`src/rtl/alarm_tone_sequencer.sv`:
```
// ============================================================================
// Module   : alarm_tone_sequencer
// Brief    : Alarm audio back-end. Plays a fixed 8-note melody as a square
//            wave gated by a free-running 8-bit PWM carrier, on aud_pwm.
//            Optional fade-in enabled by defining ALARM_FADE_IN_EN.
// Revision : 1.0 - initial release
// ============================================================================
`default_nettype none
`timescale 1ns/1ps

module alarm_tone_sequencer #(
    parameter int PRESCALE = 100,     // clock cycles per tone tick
    parameter int NOTE_LEN = 250000,  // tone ticks per melody note
    parameter int REPEATS  = 0        // melody loops per start, 0 = forever
) (
    input  logic       pclk_i,
    input  logic       prst_i,
    input  logic       start_i,
    input  logic       stop_i,
    input  logic [7:0] volume_i,
    output logic       busy_o,
    output logic [2:0] note_idx_o,
    output logic       aud_pwm
);

    // ------------------------------------------------------------------------
    // Counter widths and terminal values
    // ------------------------------------------------------------------------
    localparam int c_PW = (PRESCALE > 1) ? $clog2(PRESCALE) : 1;
    localparam int c_DW = $clog2(NOTE_LEN + 1);
    localparam int c_LW = (REPEATS > 0) ? $clog2(REPEATS + 1) : 1;

    localparam logic [c_PW-1:0] c_PRESC_LAST = c_PW'(PRESCALE - 1);
    localparam logic [c_DW-1:0] c_DUR_LAST   = c_DW'(NOTE_LEN - 1);
    localparam logic [c_LW-1:0] c_LOOP_LAST  = c_LW'(REPEATS - 1);

    typedef enum logic [0:0] {
        S_IDLE = 1'b0,
        S_PLAY = 1'b1
    } state_t;

    // Melody ROM: tone half-periods in ticks, 0 marks a rest
    function automatic logic [9:0] f_half_period(input logic [2:0] idx);
        logic [9:0] v;
        case (idx)
            3'd0, 3'd2, 3'd4, 3'd6: v = 10'd568;
            3'd1, 3'd5:             v = 10'd759;
            default:                v = 10'd0;
        endcase
        return v;
    endfunction

    state_t          r_state;
    state_t          w_state_next;
    logic [c_PW-1:0] r_presc;
    logic [9:0]      r_tone;
    logic [c_DW-1:0] r_dur;
    logic [c_LW-1:0] r_loop;
    logic [2:0]      r_idx;
    logic            r_phase;
    logic [7:0]      r_carrier;
    logic            r_pwm;

    logic            w_start_go;
    logic            w_tick;
    logic            w_note_end;
    logic            w_wrap;
    logic            w_loop_done;
    logic [9:0]      w_half;
    logic [9:0]      w_half_last;
    logic [7:0]      w_eff_vol;

    // stop_i has priority over a coincident start_i
    assign w_start_go  = (r_state == S_IDLE) && start_i && !stop_i;
    assign w_tick      = (r_state == S_PLAY) && (r_presc == c_PRESC_LAST);
    assign w_note_end  = w_tick && (r_dur == c_DUR_LAST);
    assign w_wrap      = w_note_end && (r_idx == 3'd7);
    // Only a bounded melody can run out; REPEATS == 0 loops until stopped
    assign w_loop_done = (REPEATS != 0) && w_wrap && (r_loop == c_LOOP_LAST);
    assign w_half      = f_half_period(r_idx);
    assign w_half_last = w_half - 10'd1;

    // State register
    always_ff @(posedge pclk_i or posedge prst_i) begin
        if (prst_i) begin
            r_state <= S_IDLE;
        end else begin
            r_state <= w_state_next;
        end
    end

    // Next-state decode
    always_comb begin
        w_state_next = r_state;
        case (r_state)
            S_IDLE: begin
                if (w_start_go) begin
                    w_state_next = S_PLAY;
                end
            end
            S_PLAY: begin
                if (stop_i || w_loop_done) begin
                    w_state_next = S_IDLE;
                end
            end
            default: w_state_next = S_IDLE;
        endcase
    end

    // Tick prescaler, tone generator, note duration and loop counting
    always_ff @(posedge pclk_i or posedge prst_i) begin
        if (prst_i) begin
            r_presc <= '0;
            r_tone  <= '0;
            r_dur   <= '0;
            r_loop  <= '0;
            r_idx   <= '0;
            r_phase <= 1'b0;
        end else if (w_start_go) begin
            r_presc <= '0;
            r_tone  <= '0;
            r_dur   <= '0;
            r_loop  <= '0;
            r_idx   <= '0;
            r_phase <= 1'b0;
        end else if (r_state == S_PLAY) begin
            if (stop_i) begin
                // Abort: silence the tone and park the prescaler
                r_presc <= '0;
                r_tone  <= '0;
                r_dur   <= '0;
                r_phase <= 1'b0;
            end else begin
                if (r_presc == c_PRESC_LAST) begin
                    r_presc <= '0;
                end else begin
                    r_presc <= r_presc + c_PW'(1);
                end
                if (w_tick) begin
                    if (w_note_end) begin
                        // Note boundary: every note starts phase-aligned
                        r_dur   <= '0;
                        r_tone  <= '0;
                        r_phase <= 1'b0;
                        r_idx   <= r_idx + 3'd1;
                        if (w_wrap) begin
                            r_loop <= r_loop + c_LW'(1);
                        end
                    end else begin
                        r_dur <= r_dur + c_DW'(1);
                        if (w_half == 10'd0) begin
                            r_tone  <= '0;
                            r_phase <= 1'b0;
                        end else if (r_tone == w_half_last) begin
                            r_tone  <= '0;
                            r_phase <= ~r_phase;
                        end else begin
                            r_tone <= r_tone + 10'd1;
                        end
                    end
                end
            end
        end
    end

`ifdef ALARM_FADE_IN_EN
    logic [7:0] r_fade;

    // Fade-in level: cleared on start, raised by 32 per note, saturating
    always_ff @(posedge pclk_i or posedge prst_i) begin
        if (prst_i) begin
            r_fade <= '0;
        end else if (w_start_go) begin
            r_fade <= '0;
        end else if (w_note_end && !stop_i) begin
            if (r_fade >= 8'd223) begin
                r_fade <= 8'd255;
            end else begin
                r_fade <= r_fade + 8'd32;
            end
        end
    end

    assign w_eff_vol = (r_fade < volume_i) ? r_fade : volume_i;
`else
    assign w_eff_vol = volume_i;
`endif

    // PWM carrier (free-running) and registered speaker output. Gating with
    // the next state makes aud_pwm drop in the same cycle busy_o does.
    always_ff @(posedge pclk_i or posedge prst_i) begin
        if (prst_i) begin
            r_carrier <= '0;
            r_pwm     <= 1'b0;
        end else begin
            r_carrier <= r_carrier + 8'd1;
            r_pwm     <= (w_state_next == S_PLAY) && r_phase &&
                         (r_carrier < w_eff_vol);
        end
    end

    assign busy_o     = (r_state == S_PLAY);
    assign note_idx_o = r_idx;
    assign aud_pwm    = r_pwm;

endmodule

`default_nettype wire

```
`config.mk`:
```
export PLATFORM = sky130hd
export DESIGN_NAME = alarm_tone_sequencer
export DESIGN_NICKNAME = d
export VERILOG_FILES = /design/src/rtl/alarm_tone_sequencer.sv
export SDC_FILE = /design/constraint.sdc
export NUM_CORES = 1
export LEC_CHECK = 0
export BUFFER_PORTS_ARGS = -buffer_cell sky130_fd_sc_hd__buf_2
export CAP_MARGIN = 20
export CORE_AREA = 2 2 75 94
export DETAILED_ROUTE_END_ITERATION = 12
export DIE_AREA = 0 0 77 96
export PLACE_DENSITY = 0.59
export SYNTH_ARGS = -nofsm -noshare
export SYNTH_HDL_FRONTEND = slang
export SYNTH_SLANG_ARGS = --single-unit
```
`constraint.sdc`:
```
create_clock -name pclk_i -period 3.5 [get_ports pclk_i]
set_clock_uncertainty 0.05 [all_clocks]
set_input_delay 0.175 -clock pclk_i [delete_from_list [all_inputs] [get_ports pclk_i]]
set_output_delay 0.175 -clock pclk_i [all_outputs]
set_load 0.05 [all_outputs]
```
==> results of run 1 <==
power groups by stage:
| stage | Sequential [uW] | Clock (uW) | Combinational (uW) |
|---|---|---|---|
| after floorplan | 613 | 0 | 70.8 |
| after global placement | 607 | 0 | 115 |
| after detailed placement | 607 | 0 | 117 |
| after CTS | 595 | 340 | 117 |
| after global routing | 598 | 362 | 135 |
| final | 596 | 327 | 119 |
routing by layer:
layer | global-route usage (%) | vias up
met3 | 2.720 | 8
met5 | 0 | -
li1 | - | 1101
met4 | 6.250 | 0
met1 | 22.73 | 1068
met2 | 28.22 | 32
state kept, by name (all words and copies together), names as in the netlist:
register and cells:
r_tone 10, busy_o 1, aud_pwm 1, r_carrier 8, r_presc 7, r_dur 18, r_phase 1, note_idx_o 3
timing repair:
| action | 4_1_cts | 5_1_grt |
|---|---|---|
| hold endpoints to repair | 0 | 14 |
| setup endpoints to repair | 0 | 0 |
| hold buffers | 0 | 1 |
worst max-delay path: cells and delay by family (launching register included):
| family | cells | cell delay [ns] |
|---|---|---|
| AO/OA/AOI/OAI | 2 | 1.00 |
| XOR/XNOR | 1 | 0.14 |
| adder cells (fa/ha/maj) | 2 | 0.49 |
| buffers and inverters | 1 | 0.09 |
| flip-flops | 1 | 0.45 |
| AND/OR/NAND/NOR | 3 | 0.65 |
per-stage QoR:
stage | hold WS [ns] | worst slack, ns | utilization, % | power (uW) | std cells
2_1_floorplan | 0.3577 | 0.6419 | - | 684.2 | 293
3_5_place_dp | 0.4233 | 0.5269 | 46.36 | 723.6 | 392
6_report | 0.2981 | 0.5460 | 48.08 | 1042 | 402
3_3_place_gp | 0.4201 | 0.6974 | 46.36 | 721.3 | 392
4_1_cts | 0.1238 | 0.5063 | 47.62 | 1053 | 400
5_1_grt | 0.3212 | 0.2704 | 48.08 | 1095 | 402
cells by family (layout without fill, tap and decap cells):
family,Yosys count,after routing
AOI/OAI and AO/OA,50,50
xor gates and xnor gates,23,23
muxes,4,4
and+or+nand+nor,123,123
buffers and inverters,28,50
DFF,49,49
adders and majority gates,16,16
placed cells by master, fill, tap and decap left out, types with 2 or more instances in the layout:
cell type,synthesis,layout
dfrtp_1,49,49
nand2_1,23,23
nor2_1,20,20
nand3_1,20,20
inv_1,20,19
xnor2_1,16,16
ha_1,16,16
buf_2,2,16
o21ai_0,11,11
nand4_1,10,10
a21oi_1,10,10
nor4_1,9,9
xor2_1,7,7
a31oi_1,6,6
and3_1,5,5
clkbuf_8,0,5
a21o_1,4,4
or3_1,4,4
nand2b_1,4,4
o22ai_1,4,4
nor3_1,4,4
buf_4,1,4
nand3b_1,3,3
a22o_1,3,3
nor4b_1,3,3
or4_1,3,3
mux2i_1,3,3
or4bb_1,2,2
and4_1,2,2
or2_2,2,2
o31ai_1,2,2
a41oi_1,2,2
clkinv_2,0,2
path summary, 6_finish.rpt:
kind	to	start	cells past startpoint	slack (ns)
min reg2reg	r_carrier[7]$_DFF_PP0_	r_carrier[7]$_DFF_PP0_	1	0.43
min	note_idx_o[1]$_DFFE_PP0P_	stop_i	4	0.30
max	r_tone[4]$_DFFE_PP0P_	note_idx_o[0]$_DFFE_PP0P_	9	0.55
max in group asynchronous	r_tone[2]$_DFFE_PP0P_	prst_i	4	2.57
min in group asynchronous	r_dur[14]$_DFFE_PP0P_	prst_i	3	0.33
max reg2reg	r_tone[4]$_DFFE_PP0P_	note_idx_o[0]$_DFFE_PP0P_	9	0.55
final cells by class:
cell class / count / area [sq um] / area share, %
inverter: 20 / 75.07 / 2.393
tap: 87 / 108.9 / 3.470
clock inverter: 2 / 10.01 / 0.3191
sequential: 49 / 1226 / 39.09
timing repair buffer: 22 / 140.1 / 4.467
clock buffer: 6 / 72.57 / 2.314
multi-input combinational: 216 / 1504 / 47.95
==> results.sh, run 1 <==
export IMPL_grt_max_degree=50
export IMPL_htree_levels=2
export IMPL_clock_sinks=49
export IMPL_synthCells=293
export IMPL_die_w_um=77
export IMPL_routed_wl_um=5884
export IMPL_combPwrFrac_pct=11.4
export IMPL_met1_length_um=2870
export IMPL_core_area_sq_um=6524
export IMPL_p_leak_uw=0.001428
export IMPL_ctsResizeCount=0
export IMPL_syn2layout_area_growth_pct=10.39
export IMPL_setup_viol=0
export IMPL_path_cells="inv_1 > ha_1 > or2_2 > ha_1 > xor2_1 > nor4_1 > a2bb2oi_1 > a21oi_1 > nor3_1"
export IMPL_grt_overflow_total=0
export IMPL_highest_layer="met4"
export IMPL_power_switching_uw=285.1
export IMPL_synth_xor_area_share_pct=7.089
export IMPL_die_area_sq_um=7392
export IMPL_ys_ff_latch=49
export IMPL_initial_utilization_pct=43.56
export IMPL_synth_most_common_cell="dfrtp_1"
export IMPL_fin_crit_ns=2.954
export IMPL_clockPowerShare_pct=31.4
export IMPL_crit_path_max_fanout=12
export IMPL_avgSynthCellArea_sq_um=9.698
export IMPL_cpPeakStageDelay_ns=0.73
export IMPL_clk_pin_slew_ns=0.09
export IMPL_cts_buffers_inserted=5
export IMPL_drt_wirelength_per_cell_um=14.64
export IMPL_relSlewSlack_pct=39.44
export IMPL_synth_simple_area_share_pct=25.41
export IMPL_min_path_type="input port to flop"
export IMPL_yosysTopAreaCell="dfrtp_1"
export IMPL_wl_met3_um=140
export IMPL_ir_worst_vdd_mv=0.1933
export IMPL_final_fill_count=651
export IMPL_antenna_found_initial=0
export IMPL_route_vias_total=2209
export IMPL_seq_area_frac_synth_pct=43.15
export IMPL_grt_pass1_wl_um=10030
export IMPL_endpoint_kind="flop"
export IMPL_clk_path_buf_depth=2
export IMPL_ys_top_cells_by_count="dfrtp_1, nand2_1, inv_1, nand3_1, nor2_1"
export IMPL_nets=342
export IMPL_drc=0
export IMPL_ys_flop_type="dfrtp_1"
export IMPL_io_buffer_count=16
export IMPL_rows=33
export IMPL_p_int_uw=756.8
export IMPL_synth_top_family_by_area="simple AND/OR/NAND/NOR gates"
export IMPL_status="complete, no violations"
export IMPL_arrival_ns=3.12
export IMPL_synth_top_cell_area_share_pct=43.15
export IMPL_syn_nets=321
export IMPL_synthAdderAreaFrac_pct=7.045
export IMPL_crit_path_frequent_cell="ha_1"
export IMPL_cp_slowest_cell="a2bb2oi_1"
export IMPL_switching_share_pct=27.36
export IMPL_synth_distinct_cells=50
export IMPL_power_density_nw_per_um2=332.1
export IMPL_clk_insertion_delay_late_ns=0.30
export IMPL_netlist_area_sq_um=2841
export IMPL_maxSlewViolCount=0
export IMPL_postPlaceCellArea_sq_um=3024
export IMPL_drv_cap=0
export IMPL_grt_pass1_vias=2116
export IMPL_tightest_slew_ns=0.9049
export IMPL_hpwl_um=4117
export IMPL_drtIter0Drc=102
export IMPL_grtUsageTotal_pct=17.03
export IMPL_gp_congestion=0.8089
export IMPL_dr_wl_met2_um=2778
export IMPL_ant_nets=0
export IMPL_synth_compound_area_share_pct=11.80
export IMPL_seqPwrFrac_pct=57.2
export IMPL_post_route_period_util_pct=84.40
export IMPL_critical_path_class="flop to flop"
export IMPL_setup_tns_ns=0
export IMPL_fp_dieH_um=96
export IMPL_rsz0062_at_grt="false"
export IMPL_final_area_sq_um=3137
export IMPL_critPathLaunchType="flop"
export IMPL_drive_gt1_share_pct=12.70
export IMPL_synthArstFlopShare_pct=100.0
export IMPL_postCtsSetupRepairBufs=0
export IMPL_synth_edff_count=0
export IMPL_clock_fmax_mhz=338.5
export IMPL_antennaDiodeCount=0
export IMPL_pin_count=17
export IMPL_cts_tree="done"
export IMPL_vias_per_cell=5.495
export IMPL_critical_path_required_ns=3.67
export IMPL_yosys_warnings=0
export IMPL_root_buffer="clkbuf_8"
export IMPL_drt_pass1_iter_count=4
export IMPL_synthMuxAreaShare_pct=1.585
export IMPL_ys_top_cells_by_area="dfrtp_1, ha_1, xnor2_1, nand3_1, nand2_1"
export IMPL_hold_viol=0
Note: power is estimated with default switching activity, not from simulation.
==> inputs of run 2 (changes only) <==
--- a/config.mk
+++ b/config.mk
@@ -10,7 +10,7 @@
 export CORE_AREA = 2 2 75 94
 export DETAILED_ROUTE_END_ITERATION = 12
 export DIE_AREA = 0 0 77 96
-export PLACE_DENSITY = 0.59
+export PLACE_DENSITY = 0.61
 export SYNTH_ARGS = -nofsm -noshare
 export SYNTH_HDL_FRONTEND = slang
 export SYNTH_SLANG_ARGS = --single-unit
==> constraint.sdc (replaced) <==
create_clock -name pclk_i -period 2.5 [get_ports pclk_i]
set_clock_uncertainty 0.05 [all_clocks]
set_input_delay 0.125 -clock pclk_i [delete_from_list [all_inputs] [get_ports pclk_i]]
set_output_delay 0.125 -clock pclk_i [all_outputs]
set_load 0.05 [all_outputs]
==> results.sh, run 2 (synthesized netlist as in run 1, its figures left out) <==
export IMPL_status="complete, no violations"
export IMPL_hold_viol=0
export IMPL_hpwl_um=4264
export IMPL_r2r_end="r_tone[7]$_DFFE_PP0P_"
export IMPL_total_power_uw=1594
export IMPL_arrival_ns=2.60
export IMPL_die_w_um=77
export IMPL_reg_largest_list="r_dur x18, r_tone x10, r_carrier x8"
export IMPL_grt_max_degree=20
export IMPL_regMostFlops="r_dur"
export IMPL_tightest_slew_ns=0.7022
export IMPL_fin_ws_ns=0.03396
export IMPL_drive_gt1_share_pct=18.38
export IMPL_rows=33
export IMPL_grt_pass1_vias=2087
export IMPL_reg2reg_from="note_idx_o[1]$_DFFE_PP0P_"
export IMPL_die_area_sq_um=7392
export IMPL_final_core_util_pct=50.27
export IMPL_ant_nets=0
export IMPL_cts_tree="done"
export IMPL_final_fill_count=612
export IMPL_clk_path_buf_depth=2
export IMPL_grt_pass1_wl_um=10120
export IMPL_relSlewSlack_pct=53.14
export IMPL_ir_worst_vdd_mv=0.1977
export IMPL_pre_cts_slack_ns=0.01362
export IMPL_grtUsageTotal_pct=17.17
export IMPL_drc=0
export IMPL_routed_wl_um=5992
export IMPL_critical_path_class="flop to flop"
export IMPL_antennaDiodeCount=0
export IMPL_min_path_type="input port to flop"
export IMPL_pin_count=17
export IMPL_setup_viol=0
export IMPL_route_vias_total=2207
export IMPL_clk_insertion_delay_late_ns=0.31
export IMPL_fin_crit_ns=2.466
export IMPL_syn2layout_area_growth_pct=15.41
export IMPL_drt_wirelength_per_cell_um=14.69
export IMPL_critPathLaunchType="flop"
export IMPL_largest_register_ffs=18
export IMPL_drtIter0Drc=126
export IMPL_endpoint_kind="flop"
export IMPL_nets=348
export IMPL_maxSlewViolCount=0
export IMPL_clock_fmax_mhz=405.5
export IMPL_root_buffer="clkbuf_8"
export IMPL_core_area_sq_um=6524
export IMPL_critical_path_required_ns=2.64
export IMPL_r2r_cells=9
export IMPL_p_leak_uw=0.001469
export IMPL_drv_cap=0
export IMPL_grt_overflow_total=0
export IMPL_final_common_cell="dfrtp_1"
export IMPL_power_density_nw_per_um2=485.9
export IMPL_hold_ws_ns=0.1912
export IMPL_initial_utilization_pct=43.56
export IMPL_fp_dieH_um=96
export IMPL_antenna_found_initial=0
export IMPL_crit_path_max_fanout=5
export IMPL_layout_common_cells="dfrtp_1, nand2_1, nand3_1"
export IMPL_clock_sinks=49
export IMPL_gp_congestion=0.8452
export IMPL_regToRegSetupSlack_ns=0.03
export IMPL_io_buffer_count=16
export IMPL_htree_levels=2
export IMPL_startpoint="note_idx_o[1]$_DFFE_PP0P_"
export IMPL_cts_buffers_inserted=5
export IMPL_clk_pin_slew_ns=0.09
export IMPL_setup_tns_ns=0
export IMPL_post_route_period_util_pct=98.64
export IMPL_vias_per_cell=5.409
export IMPL_drt_pass1_iter_count=4
export IMPL_cp_endpoint="r_tone[7]$_DFFE_PP0P_"
run 2: worst min-delay path by stage:
stage             from                    to  slack [ns]  depth (start not counted)
4_1_cts         stop_i  r_dur[1]$_DFFE_PP0P_        0.20                          4
3_3_place_gp    prst_i     aud_pwm$_DFF_PP0_        0.07                          2
3_5_place_dp    prst_i     aud_pwm$_DFF_PP0_        0.08                          2
6_report        stop_i  r_dur[1]$_DFFE_PP0P_        0.19                          4
5_1_grt         stop_i  r_dur[1]$_DFFE_PP0P_        0.22                          4
2_1_floorplan  start_i      busy_o$_DFF_PP0_        0.31                          2
run 2: what timing repair did:
action / CTS / global route
hold buffers: 1 / 0
hold endpoints to repair: 15 / 0
setup buffers: 0 / 0
resized for setup: 0 / 11
setup endpoints to repair: 0 / 11
run 2: stage by stage:
stage	cell area, sq um	std cells
after floorplan	2868	293
after global placement	3092	398
after detailed placement	3092	398
after CTS	3218	407
after global routing	3279	408
final	3279	408
run 2: layout make-up:
cell class | instances | area, sq um | share of cell area (%)
clock buffers | 7 | 86.33 | 2.633
flip-flops and latches | 49 | 1229 | 37.47
repair buffers | 28 | 173.9 | 5.303
well taps | 87 | 108.9 | 3.319
inverters | 20 | 75.07 | 2.289
clock inverters | 1 | 30.03 | 0.9157
multi-input cells | 216 | 1577 | 48.07
run 2: report_power, final:
| group | leakage [uW] | switching, uW | total [uW] | internal [uW] |
|---|---|---|---|---|
| Combinational | 0.000751 | 118 | 174 | 56.7 |
| Sequential | 0.000660 | 20.1 | 831 | 811 |
| Clock | 0.0000585 | 262 | 588 | 326 |
| Total | 0.00147 | 399 | 1590 | 1190 |
run 2: worst max-delay path, cell delays in order (launching register included):
cell       delay, ns
dfrtp_2         0.44
ha_1            0.19
or2_4           0.27
ha_4            0.21
xor2_1          0.17
nor4_2          0.42
a2bb2oi_2       0.17
buf_6           0.16
a31oi_2         0.17
o22ai_1         0.09
run 2: routing by layer:
metal / track usage (%) / part of all wire [%]
met3: 3.283 / 3.2
met2: 27.78 / 48
met1: 23.49 / 47
met5: 0 / 0
met4: 5.506 / 1.9
==> inputs of run 3 (changes only) <==
--- a/config.mk
+++ b/config.mk
@@ -10,7 +10,9 @@
 export CORE_AREA = 2 2 75 94
 export DETAILED_ROUTE_END_ITERATION = 12
 export DIE_AREA = 0 0 77 96
+export GPL_TIMING_DRIVEN = 0
 export PLACE_DENSITY = 0.61
+export REMOVE_ABC_BUFFERS = 1
 export SYNTH_ARGS = -nofsm -noshare
 export SYNTH_HDL_FRONTEND = slang
 export SYNTH_SLANG_ARGS = --single-unit
==> results.sh, run 3 (synthesized netlist as in run 1, its figures left out) <==
export IMPL_grtUsageTotal_pct=16.44
export IMPL_drc=0
export IMPL_largest_register_ffs=18
export IMPL_critical_path_class="flop to flop"
export IMPL_htree_levels=2
export IMPL_maxSlewViolCount=0
export IMPL_rows=33
export IMPL_total_power_uw=1465
export IMPL_vias_per_cell=5.533
export IMPL_reg2reg_from="note_idx_o[0]$_DFFE_PP0P_"
export IMPL_cts_tree="done"
export IMPL_fin_crit_ns=2.420
export IMPL_antenna_found_initial=0
export IMPL_critPathLaunchType="flop"
export IMPL_min_path_type="input port to flop"
export IMPL_gp_congestion=0.7623
export IMPL_drv_cap=0
export IMPL_drt_pass1_iter_count=6
export IMPL_drive_gt1_share_pct=15.72
export IMPL_io_buffer_count=16
export IMPL_hold_viol=0
export IMPL_startpoint="note_idx_o[0]$_DFFE_PP0P_"
export IMPL_grt_pass1_wl_um=9653
export IMPL_clk_path_buf_depth=2
export IMPL_postPlaceCellArea_sq_um=3025
export IMPL_grt_overflow_total=0
export IMPL_r2r_cells=11
export IMPL_fp_dieH_um=96
export IMPL_rsz0062_at_grt="true"
export IMPL_hold_ws_ns=0.1971
export IMPL_pin_count=17
export IMPL_core_area_sq_um=6524
export IMPL_ant_nets=0
export IMPL_tightest_slew_ns=0.8634
export IMPL_crit_path_frequent_cell="ha_1"
export IMPL_reg_largest_list="r_dur x18, r_tone x10, r_carrier x8"
export IMPL_final_area_sq_um=3241
export IMPL_hpwl_um=4153
export IMPL_final_common_cell="dfrtp_1"
export IMPL_grt_pass1_vias=2008
export IMPL_post_route_period_util_pct=96.79
export IMPL_worst_path_buf_inv=3
export IMPL_crit_path_max_fanout=12
export IMPL_fin_ws_ns=0.08024
export IMPL_crit_cells=11
export IMPL_die_area_sq_um=7392
export IMPL_p_leak_uw=0.001459
export IMPL_layout_common_cells="dfrtp_1, nand2_1, nand3_1"
export IMPL_cts_buffers_inserted=5
export IMPL_grt_max_degree=37
export IMPL_path_delay_family="simple AND/OR/NAND/NOR gates"
export IMPL_clk_insertion_delay_late_ns=0.30
export IMPL_syn2layout_area_growth_pct=14.05
export IMPL_final_fill_count=635
export IMPL_antennaDiodeCount=0
export IMPL_nets=345
export IMPL_min_from="stop_i"
export IMPL_worst_hold_path_num_cells=4
export IMPL_ir_worst_vdd_mv=0.2459
export IMPL_path_cells="inv_1 > ha_1 > or2_4 > ha_1 > xor2_1 > nor4_2 > buf_4 > a2bb2oi_4 > buf_12 > a41oi_1 > a31oi_1"
export IMPL_initial_utilization_pct=43.56
export IMPL_critical_path_required_ns=2.61
export IMPL_power_density_nw_per_um2=452.2
export IMPL_cpPeakStageDelay_ns=0.38
export IMPL_dp_cells=390
export IMPL_arrival_ns=2.53
export IMPL_root_buffer="clkbuf_8"
export IMPL_routed_wl_um=5886
export IMPL_die_w_um=77
export IMPL_regMostFlops="r_dur"
export IMPL_relSlewSlack_pct=42.44
export IMPL_instances_no_fill=405
export IMPL_drtIter0Drc=74
export IMPL_route_vias_total=2241
export IMPL_drt_wirelength_per_cell_um=14.53
export IMPL_endpoint_kind="flop"
export IMPL_setup_viol=0
export IMPL_pre_cts_slack_ns=-0.4857
export IMPL_status="complete, no violations"
export IMPL_cp_slowest_cell="dfrtp_2"
export IMPL_clock_fmax_mhz=413.3
export IMPL_clock_sinks=49
export IMPL_clk_pin_slew_ns=0.09
[run 3: final timing paths]
check / slack, ns / end
worst max-delay path: 0.08 / r_tone[3]$_DFFE_PP0P_
worst min-delay path: 0.20 / r_dur[1]$_DFFE_PP0P_
worst max register to register: 0.08 / r_tone[3]$_DFFE_PP0P_
worst min register to register: 0.44 / r_carrier[0]$_DFF_PP0_
max in group asynchronous: 1.62 / note_idx_o[0]$_DFFE_PP0P_
min in group asynchronous: 0.27 / r_dur[14]$_DFFE_PP0P_
[run 3: where the power goes]
group | internal (uW) | leakage [uW] | switching [uW] | total [uW]
Combinational | 52.6 | 0.000752 | 115 | 167
Sequential | 811 | 0.000662 | 23.3 | 834
Clock | 195 | 0.0000450 | 269 | 463
[run 3: area by class of cell]
class / instances / area (sq um) / area share (%)
inverter: 20 / 75.07 / 2.317
multi-input combinational: 216 / 1568 / 48.38
tap: 87 / 108.9 / 3.359
timing repair buffer: 25 / 178.9 / 5.521
clock inverter: 2 / 10.01 / 0.3089
sequential: 49 / 1227 / 37.88
clock buffer: 6 / 72.57 / 2.239
[run 3: per-layer routing]
metal	part of all wire, %	vias up	routed length, um	track usage [%]
li1	-	1111	-	-
met1	48	1096	2825	21.51
met2	48	28	2834	28.29
met3	2.6	6	151	2.439
met4	1.3	0	75	5.357
met5	0	-	0	0
[run 3: repair_timing]
action | CTS | global route
hold buffers | 1 | 0
buffers inserted | 2 | 4
gates resized for setup | 7 | 4
endpoints found under the setup margin | 11 | 11
hold endpoints to repair | 13 | 0
pin swaps | 3 | 3
[run 3: through the flow]
step / TNS [ns] / util (%)
after floorplan: -3.730 / -
after global placement: -4.639 / 45.90
after detailed placement: -3.825 / 46.38
after CTS: 0 / 48.81
after global routing: -0.1772 / 49.67
final: 0 / 49.67
[run 3: worst register-to-register path, stage by stage, from the launching register on]
cell and delay, ns:
dfrtp_2 0.38, inv_1 0.06, ha_1 0.18, or2_4 0.27, ha_1 0.28, xor2_1 0.16
nor4_2 0.27, buf_4 0.17, a2bb2oi_4 0.06, buf_12 0.16, a41oi_1 0.20, a31oi_1 0.06
